[config.mk]
export PLATFORM = sky130hd
export DESIGN_NAME = comparator_serial
export DESIGN_NICKNAME = d
export VERILOG_FILES = /design/src/rtl/comparator_pkg.sv /design/src/rtl/comparator_bit_cell.sv /design/src/rtl/comparator_serial.sv
export SDC_FILE = /design/constraint.sdc
export NUM_CORES = 1
export LEC_CHECK = 0
export CAP_MARGIN = 20
export CORE_MARGIN = 8
export CORE_UTILIZATION = 57
export DETAILED_ROUTE_END_ITERATION = 8
export GPL_ROUTABILITY_DRIVEN = 1
export PLACE_DENSITY_LB_ADDON = 0.05
export SLEW_MARGIN = 10
export SYNTH_ARGS = -nofsm -noshare
export SYNTH_HDL_FRONTEND = slang
export SYNTH_SLANG_ARGS = --single-unit
[constraint.sdc]
create_clock -name clk -period 4.06 [get_ports clk]
set_input_delay 1.218 -clock clk [delete_from_list [all_inputs] [get_ports clk]]
set_output_delay 1.218 -clock clk [all_outputs]
set_load 0.01 [all_outputs]
[src/rtl/comparator_pkg.sv]
// -----------------------------------------------------------------------------
// comparator_pkg
// Shared types for the bit-serial magnitude comparator:
//   state_t      - FSM state encoding (IDLE, RUN, DONE)
//   res_t        - compare result encoding (RES_EQ, RES_GT, RES_LT)
//   res_to_flags - maps a result to the {gt, eq, lt} one-hot flag triple
// -----------------------------------------------------------------------------
package comparator_pkg;

    typedef enum logic [1:0] {
        IDLE = 2'd0,
        RUN  = 2'd1,
        DONE = 2'd2
    } state_t;

    typedef enum logic [1:0] {
        RES_EQ = 2'd0,
        RES_GT = 2'd1,
        RES_LT = 2'd2
    } res_t;

    // Returns {gt, eq, lt}; exactly one bit is set for every legal result.
    function automatic logic [2:0] res_to_flags(input res_t r);
        logic [2:0] f;
        case (r)
            RES_GT:  f = 3'b100;
            RES_LT:  f = 3'b001;
            default: f = 3'b010;
        endcase
        return f;
    endfunction

endpackage

[src/rtl/comparator_bit_cell.sv]
// -----------------------------------------------------------------------------
// comparator_bit_cell
// Combinational 1-bit magnitude compare cell.
// Ports:
//   a, b    (in)  operand bits
//   invert  (in)  swap the sense of gt/lt (used for a two's-complement sign bit)
//   gt, eq, lt (out) one-hot compare result for this bit
// -----------------------------------------------------------------------------
module comparator_bit_cell (
    input  logic a,
    input  logic b,
    input  logic invert,
    output logic gt,
    output logic eq,
    output logic lt
);

    logic w_gt_raw;
    logic w_lt_raw;

    assign w_gt_raw = a & ~b;
    assign w_lt_raw = ~a & b;

    // A set sign bit means a negative number, so the magnitude sense flips.
    assign gt = invert ? w_lt_raw : w_gt_raw;
    assign lt = invert ? w_gt_raw : w_lt_raw;
    assign eq = ~(a ^ b);

endmodule

[src/rtl/comparator_serial.sv]
// -----------------------------------------------------------------------------
// comparator_serial
// Bit-serial N-bit magnitude comparator, MSB first, one bit per clock, with a
// start/done handshake and optional early exit at the first differing bit.
// Optional build macro: COMPARATOR_SIGNED_EN - operands are two's complement
// (the first bit compared, the sign bit, compares with inverted sense).
// Without the macro the compare is purely unsigned.
// Parameters:
//   WIDTH      - operand width (>= 1)
//   EARLY_EXIT - 1: finish on the first differing bit; 0: always scan WIDTH bits
// Ports:
//   clk, rst              - rising-edge clock, synchronous active-high reset
//   start                 - request a compare (sampled only when not busy)
//   a, b                  - operands, captured on an accepted start
//   busy                  - compare in progress
//   done                  - one-cycle pulse, result flags updated this cycle
//   a_gt_b/a_eq_b/a_lt_b  - registered result, held until the next done
// -----------------------------------------------------------------------------
module comparator_serial
    import comparator_pkg::*;
#(
    parameter int WIDTH      = 8,
    parameter int EARLY_EXIT = 1
) (
    input  logic             clk,
    input  logic             rst,
    input  logic             start,
    input  logic [WIDTH-1:0] a,
    input  logic [WIDTH-1:0] b,
    output logic             busy,
    output logic             done,
    output logic             a_gt_b,
    output logic             a_eq_b,
    output logic             a_lt_b
);

    localparam int CNT_W = (WIDTH > 1) ? $clog2(WIDTH) : 1;
    localparam logic [CNT_W-1:0] CNT_TOP = CNT_W'(WIDTH - 1);

    state_t           r_state;
    logic [WIDTH-1:0] r_sa;
    logic [WIDTH-1:0] r_sb;
    logic [CNT_W-1:0] r_cnt;
    res_t             r_res;

    logic w_first;
    logic w_invert;
    logic w_gt;
    logic w_eq;
    logic w_lt;
    logic w_diff;
    logic w_finish;
    res_t w_res_next;

    // The counter still holds its load value only while the MSB is evaluated.
    assign w_first = (r_cnt == CNT_TOP);

`ifdef COMPARATOR_SIGNED_EN
    assign w_invert = w_first;
`else
    assign w_invert = 1'b0;
`endif

    comparator_bit_cell u_cell (
        .a      (r_sa[WIDTH-1]),
        .b      (r_sb[WIDTH-1]),
        .invert (w_invert),
        .gt     (w_gt),
        .eq     (w_eq),
        .lt     (w_lt)
    );

    // Only the first difference is recorded; later bits never override it.
    always_comb begin
        w_res_next = r_res;
        if (r_res == RES_EQ) begin
            if (w_gt) begin
                w_res_next = RES_GT;
            end else if (w_lt) begin
                w_res_next = RES_LT;
            end
        end
    end

    assign w_diff   = (r_res == RES_EQ) && !w_eq;
    assign w_finish = ((EARLY_EXIT != 0) && w_diff) || (r_cnt == '0);

    always_ff @(posedge clk) begin
        if (rst) begin
            r_state <= IDLE;
            r_sa    <= '0;
            r_sb    <= '0;
            r_cnt   <= '0;
            r_res   <= RES_EQ;
            busy    <= 1'b0;
            done    <= 1'b0;
            a_gt_b  <= 1'b0;
            a_eq_b  <= 1'b0;
            a_lt_b  <= 1'b0;
        end else begin
            case (r_state)
                // IDLE and DONE both accept a new request (back-to-back use).
                IDLE, DONE: begin
                    done <= 1'b0;
                    if (start) begin
                        r_sa    <= a;
                        r_sb    <= b;
                        r_cnt   <= CNT_TOP;
                        r_res   <= RES_EQ;
                        busy    <= 1'b1;
                        r_state <= RUN;
                    end else begin
                        r_state <= IDLE;
                    end
                end
                RUN: begin
                    r_res <= w_res_next;
                    if (w_finish) begin
                        busy    <= 1'b0;
                        done    <= 1'b1;
                        {a_gt_b, a_eq_b, a_lt_b} <= res_to_flags(w_res_next);
                        r_state <= DONE;
                    end else begin
                        r_sa  <= r_sa << 1;
                        r_sb  <= r_sb << 1;
                        r_cnt <= r_cnt - CNT_W'(1);
                    end
                end
                default: begin
                    busy    <= 1'b0;
                    done    <= 1'b0;
                    r_state <= IDLE;
                end
            endcase
        end
    end

endmodule
==> impl_metrics.json, run 1 <==
{
  "drive_above_1_share_pct": 18.0,
  "grt_max_degree": 22,
  "setup_viol": 0,
  "whs_path_depth": 2,
  "final-hold-violation-count": 0,
  "numCtsBuffers": 3,
  "maxSlewHeadroom_pct": 39.0,
  "drt_wl_total_um": 3280,
  "ctsHtreeMaxLevel": 1,
  "start_util_pct": 61.1,
  "fmax_mhz": 401,
  "syn_inst": 155,
  "setup_tns_ns": 0,
  "viasPerCell": 6.00,
  "postCtsSetupRepairBufs": 0,
  "path_clk_slew_ns": 0.15,
  "core_area_um2": 2500,
  "reg2reg_from": "r_cnt[0]",
  "globalplace.congestion": 0.737,
  "crit_type": "in2reg",
  "maxCapViolCount": 0,
  "post-synth-top-area-fraction_pct": 36.7,
  "drc_errors": 0,
  "hold_buffers": 0,
  "ys.flop_type": "dfxtp_1",
  "fin_crit_sh_pct": 61.5,
  "worstSetupEndpointType": "flip-flop",
  "antenna_left": 0,
  "die_y_um": 67.8,
  "grt_pass1_wl_um": 5570,
  "drt-initial-drc-count": 63,
  "powerDensity_nw_per_um2": 384,
  "diodes": 0,
  "grt_overflow_total": 0,
  "startpoint_type": "primary input",
  "syn-num-nets": 180,
  "netlist-cell-type-count": 31,
  "crit_required_ns": 4.30,
  "peakVddDrop_mv": 0.281,
  "ff2ff_setup_slack_ns": 1.72,
  "cp_data_arrival_time_ns": 2.73,
  "finalNetCount": 198,
  "rsz0062_at_grt": "false",
  "synthTopCellsByArea": "dfxtp_1 (37%), a311oi_2 (11%), nand2_1 (7.4%)",
  "drt_pass1_iterations": 4,
  "die_x_um": 67.8,
  "slew_violations": 0,
  "grt_pass1_vias": 1179,
  "synthesis.area_um2": 1530,
  "leakagePower_uw": 0.000614,
  "dpl.hpwl_um": 2240,
  "async_reset_ff_share_pct": 0,
  "worst_path_max_delay_cell": "clkdlybuf4s50_1",
  "crit_buf_inv": 2,
  "antenna_found_initial": 0,
  "syn_to_final_growth_pct": 15.1,
  "finClkSkew_ns": 0.00394,
  "crit_fanout": 21,
  "fin_cells": 202,
  "dieArea_um2": 4590,
  "row_count": 18,
  "path_delay_family": "buffers and inverters",
  "avgSynthCellArea_um2": 9.85,
  "ys_seq_area_share_pct": 36.7,
  "cts_tree": "yes",
  "hold_class": "reg2reg",
  "synth-warning-count": 0,
  "cts-resized-gates": 0,
  "status": "finished, final reports clean",
  "max-clock-path-buffers": 2,
  "num_vias": 1212,
  "grt.total_usage_pct": 15.2,
  "placedCellCount": 198,
  "io_pins": 24,
  "cts_sinks": 28,
  "portBuffers": 23,
  "r2r_cells": 6,
  "fillers": 200,
  "yosysMostFrequentCell": "nand2_1",
  "tightestPinTransition_ns": 0.914,
  "yosysTopAreaCell": "dfxtp_1",
  "clock_latency_ns": 0.32,
  "postSynthRegisterBits": 28,
  "wl_per_cell_um": 16.2,
  "max_stage_delay_ns": 1.02,
  "crit_chain": "clkdlybuf4s50_1, buf_4, a31o_1, a21oi_2",
  "synthTopCellsByCount": "nand2_1 (30), dfxtp_1 (28), a311oi_2 (11)",
  "min-delay-start": "a_eq_b",
  "whs_ns": 0.483,
  "hold_end": "a_eq_b",
  "finalCriticalPeriod_ns": 2.50,
  "root_buffer": "clkbuf_4",
  "reg2reg_to": "r_sb[3]",
  "synth_edf_count": 0
}
## where the power goes
part | internal [uW] | switching [uW]
logic | 90.7 | 122
clock network | 54.8 | 81.5
registers | 305 | 20.5
## tightest hold or removal path, delay by kind of cell, from the launching register on
kind,cells,cell delay (ns)
flops,1,0.34
mux,1,0.06
simple gates,1,0.06
## through the flow
step                utilization [%]  power, uW  worst slack, ns  cell area, um^2
CTS                            70.3        681             1.59             1760
detailed placement             68.8        543             1.21             1720
global placement               68.8        536             1.22             1720
global route                   70.3        713             1.49             1760
finish                         70.3        674             1.56             1760
floorplan                         -        505             2.02             1530
## how the worst max path moves through the flow
stage	start	end	slack (ns)	cells past startpoint
floorplan	start	r_sb[2]	2.02	4
global placement	rst	r_cnt[0]	1.22	4
detailed placement	rst	r_cnt[0]	1.21	4
CTS	rst	r_cnt[0]	1.59	4
global route	rst	r_cnt[0]	1.49	4
finish	rst	r_cnt[0]	1.56	4
## layout by cell type (no fill, tap or decap), drive strengths merged
| master | instances |
|---|---|
| a311oi | 16 |
| a211oi | 16 |
| o21a | 1 |
| clkbuf | 4 |
| mux2i | 3 |
| a2111oi | 1 |
| inv | 8 |
| o311ai | 2 |
| or3 | 1 |
| nand2 | 30 |
| dfxtp | 28 |
| a21oi | 5 |
| nor2 | 4 |
| a31o | 1 |
| buf | 3 |
| o31a | 1 |
| ha | 6 |
| nor2b | 3 |
| nand2b | 8 |
| nor3b | 2 |
| nor3 | 4 |
| clkdlybuf4s50 | 23 |
| o31ai | 1 |
| nor4 | 1 |
## layer usage
metal  GRT usage [%]  routed length, um
met1            19.5               1530
met2            25.3               1610
met3            2.98                101
met4            3.92                 30
met5               0                  0
## cell families (layout without fill, tap and decap cells)
kind of cell,count (synthesis),after routing,synth area share (%)
flops,28,28,36.7
buf+inv,21,38,8.28
mux,3,3,1.97
compound gates,44,44,31.1
fa+ha+maj,6,6,4.92
simple gates,53,53,17.0
## final cells by class
type | count | area [um^2] | area share, %
clock buffers | 4 | 36.3 | 2.07
multi-input cells | 106 | 840 | 47.8
well taps | 30 | 37.5 | 2.14
flip-flops and latches | 28 | 561 | 31.9
repair buffers | 26 | 253 | 14.4
inverters | 8 | 30.0 | 1.71
## sequential cells by signal, indices dropped and copies added (netlist names)
name / flops
r_res: 2
a_gt_b: 1
r_cnt: 3
r_sb: 8
a_eq_b: 1
a_lt_b: 1
r_sa: 8
done: 1
busy: 1
r_state: 2
Note: power is estimated with default switching activity, not from simulation.
==> inputs of run 2 (changes only) <==
CORE_UTILIZATION = 53   (was 57)
clock period = 2.3 ns   (was 4.06 ns; I/O delays follow)
==> run 2 against run 1 <==
Compared with the run above:
- wire length increased by 0.95%
- via count decreased by 0.99%
- final cell count increased by 3.0%
- hold slack got worse by 0.0047 ns
- largest cell class unchanged
- sequential power increased by 77%
- sequential share of layout area decreased by 0.84 points
- die area increased by 5.7%
- flip-flop and latch count unchanged
- global-route usage decreased by 1.4 points
- clock power increased by 47%
- power increased by 74%
- highest routed layer unchanged
- setup slack got worse by 1.2 ns
==> impl_metrics.json, run 2 (synthesized netlist as in run 1, its figures left out) <==
{
  "cts_tree": "yes",
  "whs_path_depth": 2,
  "drt_wl_total_um": 3310,
  "final_common_cell": "nand2_1",
  "diodes": 0,
  "rsz0062_at_grt": "false",
  "reg_top3": "r_sa: 8 flops, r_sb: 8 flops, r_cnt: 3 flops",
  "finalNetCount": 204,
  "grt_overflow_total": 0,
  "cp_data_arrival_time_ns": 1.22,
  "grt_max_degree": 20,
  "fin_crit_sh_pct": 83.2,
  "globalplace.congestion": 0.761,
  "finalCriticalPeriod_ns": 1.91,
  "ctsHtreeMaxLevel": 1,
  "final_cell_mix": "nand2_1 (30), dfxtp_1 (28), clkdlybuf4s50_1 (23)",
  "finClkSkew_ns": 0.00615,
  "p_clk_share_pct": 17.0,
  "drt-initial-drc-count": 134,
  "worst_path_max_delay_cell": "clkdlybuf4s50_1",
  "powerDensity_nw_per_um2": 652,
  "drc_errors": 0,
  "grt_pass1_vias": 1257,
  "power_frac_seq_pct": 48.8,
  "io_pins": 24,
  "power.internal_uw": 783,
  "crit_fanout": 2,
  "grt.total_usage_pct": 13.8,
  "maxSlewHeadroom_pct": 68.6,
  "fmax_mhz": 522,
  "dpl.hpwl_um": 2360,
  "swShare_pct": 33.4,
  "crit_chain": "clkdlybuf4s50_1",
  "crit_required_ns": 1.61,
  "antenna_left": 0,
  "dieArea_um2": 4850,
  "cts-resized-gates": 0,
  "grt_pass1_wl_um": 5830,
  "startpoint_type": "flip-flop",
  "drt_pass1_iterations": 4,
  "hold_class": "reg2reg",
  "cts_sinks": 28,
  "crit_type": "reg2out",
  "clock_latency_ns": 0.32,
  "worstSetupEndpointType": "primary output",
  "setup_tns_ns": 0,
  "final-hold-violation-count": 0,
  "viasPerCell": 5.77,
  "die_x_um": 69.7,
  "die_y_um": 69.7,
  "max_stage_delay_ns": 0.54,
  "power.switching_uw": 393,
  "r2r_cells": 7,
  "portBuffers": 23,
  "crit_buf_inv": 1,
  "postCtsSetupRepairBufs": 0,
  "num_vias": 1200,
  "slew_violations": 0,
  "max-clock-path-buffers": 2,
  "row_count": 19,
  "leakagePower_uw": 0.000642,
  "numCtsBuffers": 3,
  "drive_above_1_share_pct": 20.9,
  "start_util_pct": 55.4,
  "syn_to_final_growth_pct": 18.2,
  "fin_util_pct": 65.4,
  "fillers": 230,
  "wl_per_cell_um": 15.9,
  "path_delay_family": "buffers and inverters",
  "setup_viol": 0,
  "maxCapViolCount": 0,
  "combPwrFrac_pct": 34.2,
  "path_clk_slew_ns": 0.14,
  "hold_buffers": 0,
  "status": "finished, final reports clean",
  "root_buffer": "clkbuf_4",
  "cp.depth": 1,
  "core_area_um2": 2760,
  "peakVddDrop_mv": 0.643,
  "antenna_found_initial": 0,
  "tightestPinTransition_ns": 0.470
}
run 2: per-stage QoR:
step                      instances  setup slack [ns]  total power, uW  area [um^2]  hold slack [ns]
after global routing            208             0.305             1250         1800            0.511
after detailed placement        205             0.241              988         1780            0.464
final                           208             0.385             1180         1800            0.478
after CTS                       208             0.352             1190         1800            0.485
after floorplan                 155             0.561              892         1530            0.455
after global placement          205             0.301              974         1780            0.460
run 2: final timing paths:
check	from	endpoint	slack [ns]
setup / recovery	a_eq_b	a_eq_b	0.39
hold / removal	a_lt_b	a_lt_b	0.48
hold reg to reg	a_lt_b	a_lt_b	0.48
setup reg to reg	r_cnt[0]	r_sa[5]	0.43
run 2: per-layer routing:
layer / wire (um) / track usage [%] / part of all wire [%] / vias to the layer above
met3: 136 / 4.15 / 4.1 / 6
met4: 41 / 4.02 / 1.2 / 0
met2: 1550 / 22.8 / 47 / 23
li1: - / - / - / 607
met1: 1580 / 16.8 / 48 / 564
met5: 0 / 0 / 0 / -
run 2: power by group through the flow:
stage	clock, uW	combinational, uW	sequential [uW]
2_1_floorplan	0	314	578
3_3_place_gp	0	392	582
3_5_place_dp	0	403	584
4_1_cts	209	404	574
5_1_grt	229	441	579
6_report	200	402	574
run 2: area by class of cell:
class                           instances  area (um^2)  share of cell area, %
Tap cell                               31         38.8                   2.15
Sequential cell                        28          561                   31.1
Inverter                                8         30.0                   1.66
Clock buffer                            3         22.5                   1.25
Multi-Input combinational cell        106          842                   46.7
Timing Repair Buffer                   32          310                   17.2
==> inputs of run 3 (changes only) <==
CORE_UTILIZATION = 48   (was 53)
clock period = 1.65 ns   (was 2.3 ns; I/O delays follow)
==> run 3 against run 2 <==
Compared with the run above:
- clock skew increased by 0.0095 ns
- wire length increased by 13%
- power increased by 61%
- utilization increased by 2.6 points
- flip-flop and latch count unchanged
- non-clock buffer count increased by 15
- critical endpoint is now r_sb[7]
- largest cell class unchanged
==> impl_metrics.json, run 3 (synthesized netlist as in run 1, its figures left out) <==
{
  "row_count": 20,
  "viasPerCell": 5.60,
  "setup_viol": 0,
  "cts_tree": "yes",
  "numCtsBuffers": 3,
  "rsz0062_at_grt": "true",
  "crit_required_ns": 1.88,
  "r2r_cells": 6,
  "worstSetupEndpointType": "flip-flop",
  "whs_path_depth": 2,
  "diodes": 0,
  "die_x_um": 72.4,
  "grt_pass1_wl_um": 6090,
  "cts_sinks": 28,
  "antenna_left": 0,
  "core_area_um2": 3030,
  "io_pins": 24,
  "ctsHtreeMaxLevel": 1,
  "wl_per_cell_um": 15.7,
  "grt_overflow_total": 0,
  "startpoint_type": "flip-flop",
  "grt_max_degree": 19,
  "grt_pass1_vias": 1321,
  "maxSlewHeadroom_pct": 72.4,
  "hold_class": "reg2reg",
  "syn_to_final_growth_pct": 34.9,
  "finalPower_uw": 1890,
  "antenna_found_initial": 0,
  "whs_ns": 0.486,
  "cp.depth": 6,
  "final_common_cell": "nand2_1",
  "drive_above_1_share_pct": 35.8,
  "fin_crit_sh_pct": 97.0,
  "tightestPinTransition_ns": 0.404,
  "final_cell_mix": "nand2_1 (30), dfxtp_1 (24), clkdlybuf4s50_1 (18), buf_4 (18), a211oi_2 (13)",
  "portBuffers": 23,
  "path_delay_family": "flip-flops",
  "final-hold-violation-count": 0,
  "status": "finished, final reports clean",
  "dpl.hpwl_um": 2470,
  "drt-initial-drc-count": 78,
  "crit_type": "reg2reg",
  "crit_fanout": 8,
  "root_buffer": "clkbuf_4",
  "num_vias": 1328,
  "fillers": 250,
  "grt.total_usage_pct": 14.2,
  "slew_violations": 0,
  "globalplace.congestion": 0.815,
  "path_clk_slew_ns": 0.17,
  "seq_area_um2": 566,
  "start_util_pct": 50.4,
  "peakVddDrop_mv": 0.478,
  "reg_top3": "r_sa: 8 flops, r_sb: 8 flops, r_cnt: 3 flops",
  "die_y_um": 72.4,
  "finalCriticalPeriod_ns": 1.60,
  "crit_buf_inv": 2,
  "crit_chain": "inv_1, ha_4, or3_4, buf_6, a211oi_4, a311oi_2",
  "multi_input_area_um2": 928,
  "dieArea_um2": 5240,
  "drc_errors": 0,
  "fmax_mhz": 625,
  "leakagePower_uw": 0.000762,
  "max-clock-path-buffers": 2,
  "clock_latency_ns": 0.34,
  "drt_wl_total_um": 3730,
  "finClkSkew_ns": 0.0156,
  "maxCapViolCount": 0,
  "finalNetCount": 219,
  "worst_path_max_delay_cell": "dfxtp_2",
  "cp_data_arrival_time_ns": 1.83,
  "max_stage_delay_ns": 0.36,
  "powerDensity_nw_per_um2": 919,
  "drt_pass1_iterations": 4
}
==> run 3: cell types whose count changed in the layout (fill, tap and decap cells not counted), sizes merged <==
cell,previous run,this run
clkbuf,3,4
dlygate4sd2,0,5
buf,9,24
clkdlybuf4s50,23,18
==> run 3: what timing repair did <==
action | in CTS | in global routing
setup buffers | 3 | 3
hold buffers | 0 | 0
gates resized for setup | 12 | 14
cloned | 1 | 0
setup endpoints to repair | 24 | 21
pin swaps | 5 | 10
==> run 3: worst register-to-register path, delay by kind of cell (launching register included) <==
kind	cells	cell delay, ns
fa+ha+maj	1	0.25
flops	1	0.36
compound gates	2	0.32
simple gates	1	0.35
buf+inv	2	0.22
==> run 3: power by group <==
| part | total [uW] | internal (uW) | switching (uW) |
|---|---|---|---|
| clock | 352 | 135 | 217 |
| combinational | 737 | 370 | 366 |
| sequential | 804 | 752 | 52.0 |
==> run 3: routing by layer <==
layer  global-route usage, %  vias up  wire length, um  part of all wire (%)
met4                    6.89        0               61                   1.6
met3                    2.89        6              156                   4.2
met1                    17.6      656             1730                    47
met5                       0        -                0                     0
met2                    22.8       24             1770                    48
li1                        -      642                -                     -
==> run 3: path summary, 6_finish.rpt <==
path            from      end  slack, ns
max          r_sb[7]  r_sb[7]       0.05
min           a_gt_b   a_gt_b       0.49
max reg2reg  r_sb[7]  r_sb[7]       0.05
min reg2reg   a_gt_b   a_gt_b       0.49
==> run 3: area by class of cell <==
class,count,area share (%)
clock buffer,4,1.76
inverter,8,1.46
multi-input combinational,106,45.1
sequential,28,27.5
tap,44,2.67
timing repair buffer,47,21.6
==> run 3: metrics by stage <==
| stage | cells | setup WS (ns) | utilization [%] | TNS, ns | cell area (um^2) |
|---|---|---|---|---|---|
| floorplan | 155 | 0.00153 | - | 0 | 1540 |
| global placement | 229 | -0.231 | 63.1 | -3.70 | 1910 |
| detailed placement | 229 | -0.255 | 63.1 | -4.10 | 1910 |
| CTS | 236 | -0.0145 | 66.7 | -0.0616 | 2020 |
| global route | 237 | -0.0174 | 68.0 | -0.0456 | 2060 |
| finish | 237 | 0.0493 | 68.0 | 0 | 2060 |
